## src/rtl/indication_pkg.sv

```systemverilog
// Shared definitions for the indication input demux: message field offsets,
// channel-index sizing and the tag-to-channel decode.
package indication_pkg;

  localparam int TAG_LO   = 0;
  localparam int MAX_CH_W = 4;

  typedef struct packed {
    logic                valid;
    logic [MAX_CH_W-1:0] ch;
  } tag_dec_t;

  // The message packs tag in the low bits, then meth, then v on top.
  function automatic int meth_lo(input int tag_w);
    return TAG_LO + tag_w;
  endfunction

  function automatic int v_lo(input int tag_w, input int data_w);
    return TAG_LO + tag_w + data_w;
  endfunction

  function automatic int ch_w(input int num_ch);
    return (num_ch > 1) ? $clog2(num_ch) : 1;
  endfunction

  function automatic tag_dec_t tag_to_ch(input logic [63:0] tag,
                                         input logic [63:0] base,
                                         input int          num_ch);
    tag_dec_t    r;
    logic [63:0] diff;
    diff    = tag - base;
    r.valid = (tag >= base) && (diff < 64'(num_ch));
    r.ch    = diff[MAX_CH_W-1:0];
    return r;
  endfunction

endpackage

```

## src/rtl/indication_fifo.sv

```systemverilog
// Generic synchronous FIFO with wrap-bit pointers; head shown combinationally (zero when empty).
// Enqueue ignored when full, dequeue ignored when empty; no bypass from write to read.
module indication_fifo #(
  parameter int W     = 8,
  parameter int DEPTH = 4
) (
  input  logic                   clk_i,
  input  logic                   rst_ni,
  input  logic                   enq_i,
  input  logic [W-1:0]           enq_dat_i,
  input  logic                   deq_i,
  output logic [W-1:0]           deq_dat_o,
  output logic                   full_o,
  output logic                   empty_o,
  output logic [$clog2(DEPTH):0] count_o
);
  localparam int AW = $clog2(DEPTH);

  logic [W-1:0] mem_q [DEPTH];
  logic [AW:0]  wr_q, wr_d, rd_q, rd_d;
  logic         do_enq, do_deq;

  assign full_o    = (wr_q[AW] != rd_q[AW]) && (wr_q[AW-1:0] == rd_q[AW-1:0]);
  assign empty_o   = (wr_q == rd_q);
  assign count_o   = wr_q - rd_q;
  assign do_enq    = enq_i && !full_o;
  assign do_deq    = deq_i && !empty_o;
  assign deq_dat_o = empty_o ? '0 : mem_q[rd_q[AW-1:0]];

  always_comb begin
    wr_d = wr_q;
    rd_d = rd_q;
    if (do_enq) wr_d = wr_q + (AW+1)'(1);
    if (do_deq) rd_d = rd_q + (AW+1)'(1);
  end

  always_ff @(posedge clk_i or negedge rst_ni) begin
    if (!rst_ni) begin
      wr_q <= '0;
      rd_q <= '0;
      for (int i = 0; i < DEPTH; i++) mem_q[i] <= '0;
    end else begin
      wr_q <= wr_d;
      rd_q <= rd_d;
      if (do_enq) mem_q[wr_q[AW-1:0]] <= enq_dat_i;
    end
  end

endmodule

```

## src/rtl/indication_input_demux.sv

```systemverilog
// Buffers tagged portal messages and dispatches them in order, one-hot, to NUM_CH channels.
// One cycle enqueue-to-present; pipe stalls only when full; unknown tags are dropped and counted.
module indication_input_demux
  import indication_pkg::*;
#(
  parameter int          DATA_W   = 32,
  parameter int          TAG_W    = 32,
  parameter int          NUM_CH   = 4,
  parameter int unsigned TAG_BASE = 1,
  parameter int          DEPTH    = 4,
  parameter int          CNT_W    = 16
) (
  input  logic                      CLK,
  input  logic                      nRST,
  input  logic                      pipe_enq_vld,
  input  logic [TAG_W+2*DATA_W-1:0] pipe_enq_dat,
  output logic                      pipe_enq_rdy,
  output logic [NUM_CH-1:0]         indication_heard_vld,
  output logic [DATA_W-1:0]         indication_heard_meth,
  output logic [DATA_W-1:0]         indication_heard_v,
  input  logic [NUM_CH-1:0]         indication_heard_rdy,
  output logic [CNT_W-1:0]          drop_count,
  output logic [$clog2(DEPTH):0]    occupancy
);
  localparam int CH_W    = ch_w(NUM_CH);
  localparam int METH_LO = meth_lo(TAG_W);
  localparam int V_LO    = v_lo(TAG_W, DATA_W);
  localparam int EW      = CH_W + 2*DATA_W;

  logic [TAG_W-1:0]  tag;
  logic [DATA_W-1:0] meth, v;
  tag_dec_t          dec;
  logic              unused_dec_ch;
  logic              enq_fire, store, drop, deq, full, empty;
  logic [EW-1:0]     head;
  logic [CH_W-1:0]   head_ch;
  logic              rdy_en_q;
  logic [CNT_W-1:0]  cnt_q, cnt_d;

  assign tag  = pipe_enq_dat[TAG_LO +: TAG_W];
  assign meth = pipe_enq_dat[METH_LO +: DATA_W];
  assign v    = pipe_enq_dat[V_LO +: DATA_W];
  assign dec  = tag_to_ch(64'(tag), 64'(TAG_BASE), NUM_CH);
  assign unused_dec_ch = ^dec.ch;

  // Ready is held low through reset and the first edge after release.
  assign pipe_enq_rdy = rdy_en_q & ~full;
  assign enq_fire     = pipe_enq_vld & pipe_enq_rdy;
  assign store        = enq_fire & dec.valid;
  assign drop         = enq_fire & ~dec.valid;

  indication_fifo #(
    .W     (EW),
    .DEPTH (DEPTH)
  ) u_fifo (
    .clk_i     (CLK),
    .rst_ni    (nRST),
    .enq_i     (store),
    .enq_dat_i ({dec.ch[CH_W-1:0], meth, v}),
    .deq_i     (deq),
    .deq_dat_o (head),
    .full_o    (full),
    .empty_o   (empty),
    .count_o   (occupancy)
  );

  assign head_ch               = head[EW-1 -: CH_W];
  assign indication_heard_meth = head[DATA_W +: DATA_W];
  assign indication_heard_v    = head[0 +: DATA_W];

  always_comb begin
    indication_heard_vld = '0;
    for (int i = 0; i < NUM_CH; i++) begin
      indication_heard_vld[i] = !empty && (head_ch == CH_W'(i));
    end
  end

  assign deq = |(indication_heard_vld & indication_heard_rdy);

  always_comb begin
    cnt_d = cnt_q;
    if (drop && (cnt_q != {CNT_W{1'b1}})) cnt_d = cnt_q + CNT_W'(1);
  end

  always_ff @(posedge CLK or negedge nRST) begin
    if (!nRST) begin
      rdy_en_q <= 1'b0;
      cnt_q    <= '0;
    end else begin
      rdy_en_q <= 1'b1;
      cnt_q    <= cnt_d;
    end
  end

  assign drop_count = cnt_q;

`ifndef SYNTHESIS
  always_ff @(posedge CLK) begin
    if (nRST && drop) $display("indication_input_demux: dropped message, tag 0x%0h", tag);
  end
`endif

endmodule

```

## config.mk

```make
export PLATFORM = sky130hd
export DESIGN_NAME = indication_input_demux
export DESIGN_NICKNAME = d
export VERILOG_FILES = /design/src/rtl/indication_pkg.sv /design/src/rtl/indication_fifo.sv /design/src/rtl/indication_input_demux.sv
export SDC_FILE = /design/constraint.sdc
export NUM_CORES = 1
export LEC_CHECK = 0
export CELL_PAD_IN_SITES_DETAIL_PLACEMENT = 0
export CELL_PAD_IN_SITES_GLOBAL_PLACEMENT = 1
export CORE_ASPECT_RATIO = 1.75
export CORE_MARGIN = 8
export CORE_UTILIZATION = 46
export CTS_CLUSTER_DIAMETER = 60
export CTS_CLUSTER_SIZE = 16
export DETAILED_ROUTE_END_ITERATION = 10
export PLACE_DENSITY_LB_ADDON = 0.1
export SLEW_MARGIN = 40
export SYNTH_ARGS = -nofsm -noshare
export SYNTH_HDL_FRONTEND = slang
export SYNTH_SLANG_ARGS = --single-unit
```

## constraint.sdc

```tcl
create_clock -name CLK -period 3.6 [get_ports CLK]
set_input_delay 0.36 -clock CLK [delete_from_list [all_inputs] [get_ports CLK]]
set_output_delay 0.36 -clock CLK [all_outputs]
set_load 0.01 [all_outputs]
```

==> impl_metrics.yaml <==
layout:
  final-instance-count-excl-fill: 1522
  synthToLayoutAreaGrowth_pct: 26.06
  nets: 1251
  diodes: 0
  drive_gt1_frac: 0.3079
  finalInstanceArea_sq_um: 17090
  final_util: 0.5857
route:
  ant_nets: 0
  wirelength_met1_um: 12190
  wl_met2_um: 17200
  drtPass1Iterations: 6
  viasPerCell: 5.433
  routed.top_layer: "met5"
  drtIter0Drc: 228
  via_count: 8269
  wire_per_inst_um: 20.60
  post-route-drc-count: 0
  routed_wl_um: 31360
  met3WireLength_um: 1501
logic_synthesis:
  synth_enable_flop_cells: 0
  synth_compound_area_frac: 0.01061
  ys_ff_latch: 287
  ys.warnings.count: 0
  synth_xor_area_frac: 0.01486
  synthFlopType: "dfrtp_1"
  postSynthCellCount: 913
  synthAdderAreaFrac: 0.009781
  synthesis.area_sq_um: 13560
  synth-simple-area-share: 0.07327
  avgSynthCellArea_sq_um: 14.85
  yosysSeqAreaShare: 0.5297
  syn_nets: 1026
  synthDistinctLibCells: 51
  synthMuxAreaShare: 0.3327
  async_reset_ff_frac: 1.000
  synth_top_family_by_area: "multiplexers"
outcome:
  outcome: "complete, no violations"
place:
  pre_cts_ws_ns: -0.05470
  hpwl_um: 22140
  io_buffers: 190
  dp_cells: 1495
  place_area_sq_um: 16460
  gp_congestion: 0.7861
power_and_ir_drop:
  power_frac_comb: 0.207
  power_frac_seq: 0.467
  p_leak_uw: 0.008011
  peakVddDrop_uv: 419.3
  p_sw_uw: 2005
  intPower_uw: 5134
  power_density_nw_per_um2: 417.7
  clock_power_share: 0.326
  switching_share: 0.2809
job:
  drv_cap: 0
timing:
  holdWs_ns: 0.4227
  max_slew_margin: 0.5150
  fin_worst_skew_ns: 0.01952
  worst_pin_slew_ns: 0.7275
  setup_viol: 0
  grt_setup_unrepaired: "no"
  slew_violations: 0
  period_share: 0.9282
  fmax_mhz: 299.3
  layout_setup_ws_ns: 0.2586
  finalHoldViolations: 0
  period_needed_ns: 3.341
clock_tree:
  cts_max_path_buffers: 3
  cts_tree: "yes"
  cts_setup_buffers: 0
  h-tree-depth: 1
  clk_pin_slew_ns: 0.08
  cts.sinks: 287
  cts_buffers: 22
  cts_resized: 0
  insertion_delay_ns: 0.53
  hold_buffers: 1
  cts-root-buf: "clkbuf_16"
setup_path:
  worstPathMaxFanout: 68
  cp-end-kind: "primary output"
  critical_path_required_ns: 3.24
  startpoint_type: "flip-flop"
  cp_data_arrival_time_ns: 2.98
  criticalPathCategory: "flip-flop to primary output"
grt:
  grt_max_degree: 95
  grt_pass1_wl_um: 51800
  grt_pass1_vias: 9347
  track_usage: 0.1813
  globalRouteOverflowTotal: 0
  grt_antenna_before_repair: 1
floorplanning:
  start_util: 0.4646
  die_x_um: 145.8
  die_h_um: 243.1
  core_area_sq_um: 29180
  rows: 83
  die_area_sq_um: 35440
  io_pins: 191
worst_hold_path:
  hold_class: "input port to async pin"
-- power by group through the flow --
stage	combinational (uW)	clock [uW]	sequential, uW
finish	1480	2330	3330
global route	1620	2530	3340
CTS	1540	2420	3330
detailed placement	1540	0	3400
global placement	1530	0	3400
floorplan	845	0	3390
-- cell families (layout without fill, tap and decap cells) --
family                   Yosys count  count (layout)
adder cells (fa/ha/maj)           10              10
buffers and inverters             73             300
XOR/XNOR                          23              23
AND/OR/NAND/NOR                  164             164
multiplexers                     335             335
other                              1               1
AO/OA/AOI/OAI                     20              20
flip-flops                       287             287
-- cell usage after synthesis, types with 2 or more instances --
cell / number / area [sq um]
xor2_1: 2 / 17.52
mux2_1: 81 / 912.1
buf_4: 10 / 75.07
a21oi_1: 5 / 25.02
dfrtp_1: 287 / 7182
nor2b_1: 66 / 412.9
nand3b_1: 3 / 22.52
nand2_1: 11 / 41.29
nor3_2: 4 / 40.04
inv_1: 19 / 71.32
nand4_1: 7 / 43.79
ha_1: 9 / 112.6
buf_6: 9 / 101.4
and3_1: 8 / 50.05
xnor2_1: 21 / 183.9
a22oi_1: 2 / 15.01
nand3_1: 15 / 75.07
o32ai_1: 2 / 17.52
nor4b_1: 3 / 26.28
buf_1: 7 / 26.28
buf_2: 10 / 50.05
nand4b_1: 2 / 17.52
clkbuf_1: 18 / 67.56
nor4_1: 6 / 37.54
mux2_2: 184 / 2072
mux4_2: 66 / 1486
nor2_1: 18 / 67.56
mux2i_1: 4 / 40.04
nor3b_1: 3 / 22.52
nor3_1: 10 / 50.05
-- worst max-delay path, stage by stage (launching register included) --
cell and delay, ns:
dfrtp_4 0.43, buf_12 0.49, mux4_2 0.65, nor3b_1 0.27
clkdlybuf4s50_1 0.59
-- cells in the final DEF, fill, tap and decap left out, drive strengths merged, types with 2 or more instances in the layout --
cell / count
nand2: 11
nand3: 16
nand4: 7
nor2b: 66
inv: 19
nor3b: 3
and3: 8
a21oi: 5
or3: 2
nor3: 15
nand4b: 2
nor4: 7
xor2: 2
buf: 65
xnor2: 21
ha: 9
nand3b: 3
clkbuf: 24
dfrtp: 287
a22oi: 2
mux4: 66
mux2: 265
nor2: 18
nor4b: 3
o32ai: 2
mux2i: 4
clkdlybuf4s50: 189
-- registers in the layout, indices dropped and copies added, names as in the netlist --
name	count
u_fifo.mem_q	264
drop_count	16
u_fifo.rd_q	3
u_fifo.wr_q	3
rdy_en_q	1
-- through the flow --
step / setup TNS (ns) / power [uW]
global placement: -6.210 / 4929
global route: 0 / 7486
CTS: 0 / 7285
floorplan: 0 / 4238
finish: 0 / 7139
detailed placement: -6.498 / 4931
-- layout make-up --
cell class                 count  area [sq um]
fill                        2394         12090
sequential                   287          7189
multi-input combinational    553          6006
timing repair buffer         255          2723
clock buffer                  24         579.3
tap                          382         478.0
inverter                      19         71.32
clock inverter                 2         46.29
-- metal layers --
metal	track usage	vias up
met5	0	-
met2	0.3371	148
met4	0.04429	2
met1	0.2069	4326
li1	-	3762
met3	0.03726	31
-- final timing paths --
path / start / to / slack [ns] / cells past startpoint
hold reg to reg: u_fifo.mem_q[126]$_DFFE_PN0P_ / u_fifo.mem_q[126]$_DFFE_PN0P_ / 0.48 / 1
hold / removal: nRST / u_fifo.mem_q[149]$_DFFE_PN0P_ / 0.42 / 2
setup / recovery: u_fifo.rd_q[0]$_DFFE_PN0P_ / indication_heard_vld[2] / 0.26 / 4
max in group asynchronous: nRST / u_fifo.mem_q[244]$_DFFE_PN0P_ / 2.18 / 3
min in group CLK: u_fifo.mem_q[126]$_DFFE_PN0P_ / u_fifo.mem_q[126]$_DFFE_PN0P_ / 0.48 / 1
setup reg to reg: u_fifo.wr_q[0]$_DFFE_PN0P_ / drop_count[8]$_DFFE_PN0P_ / 0.90 / 9
(Power assumes the default switching activity.)
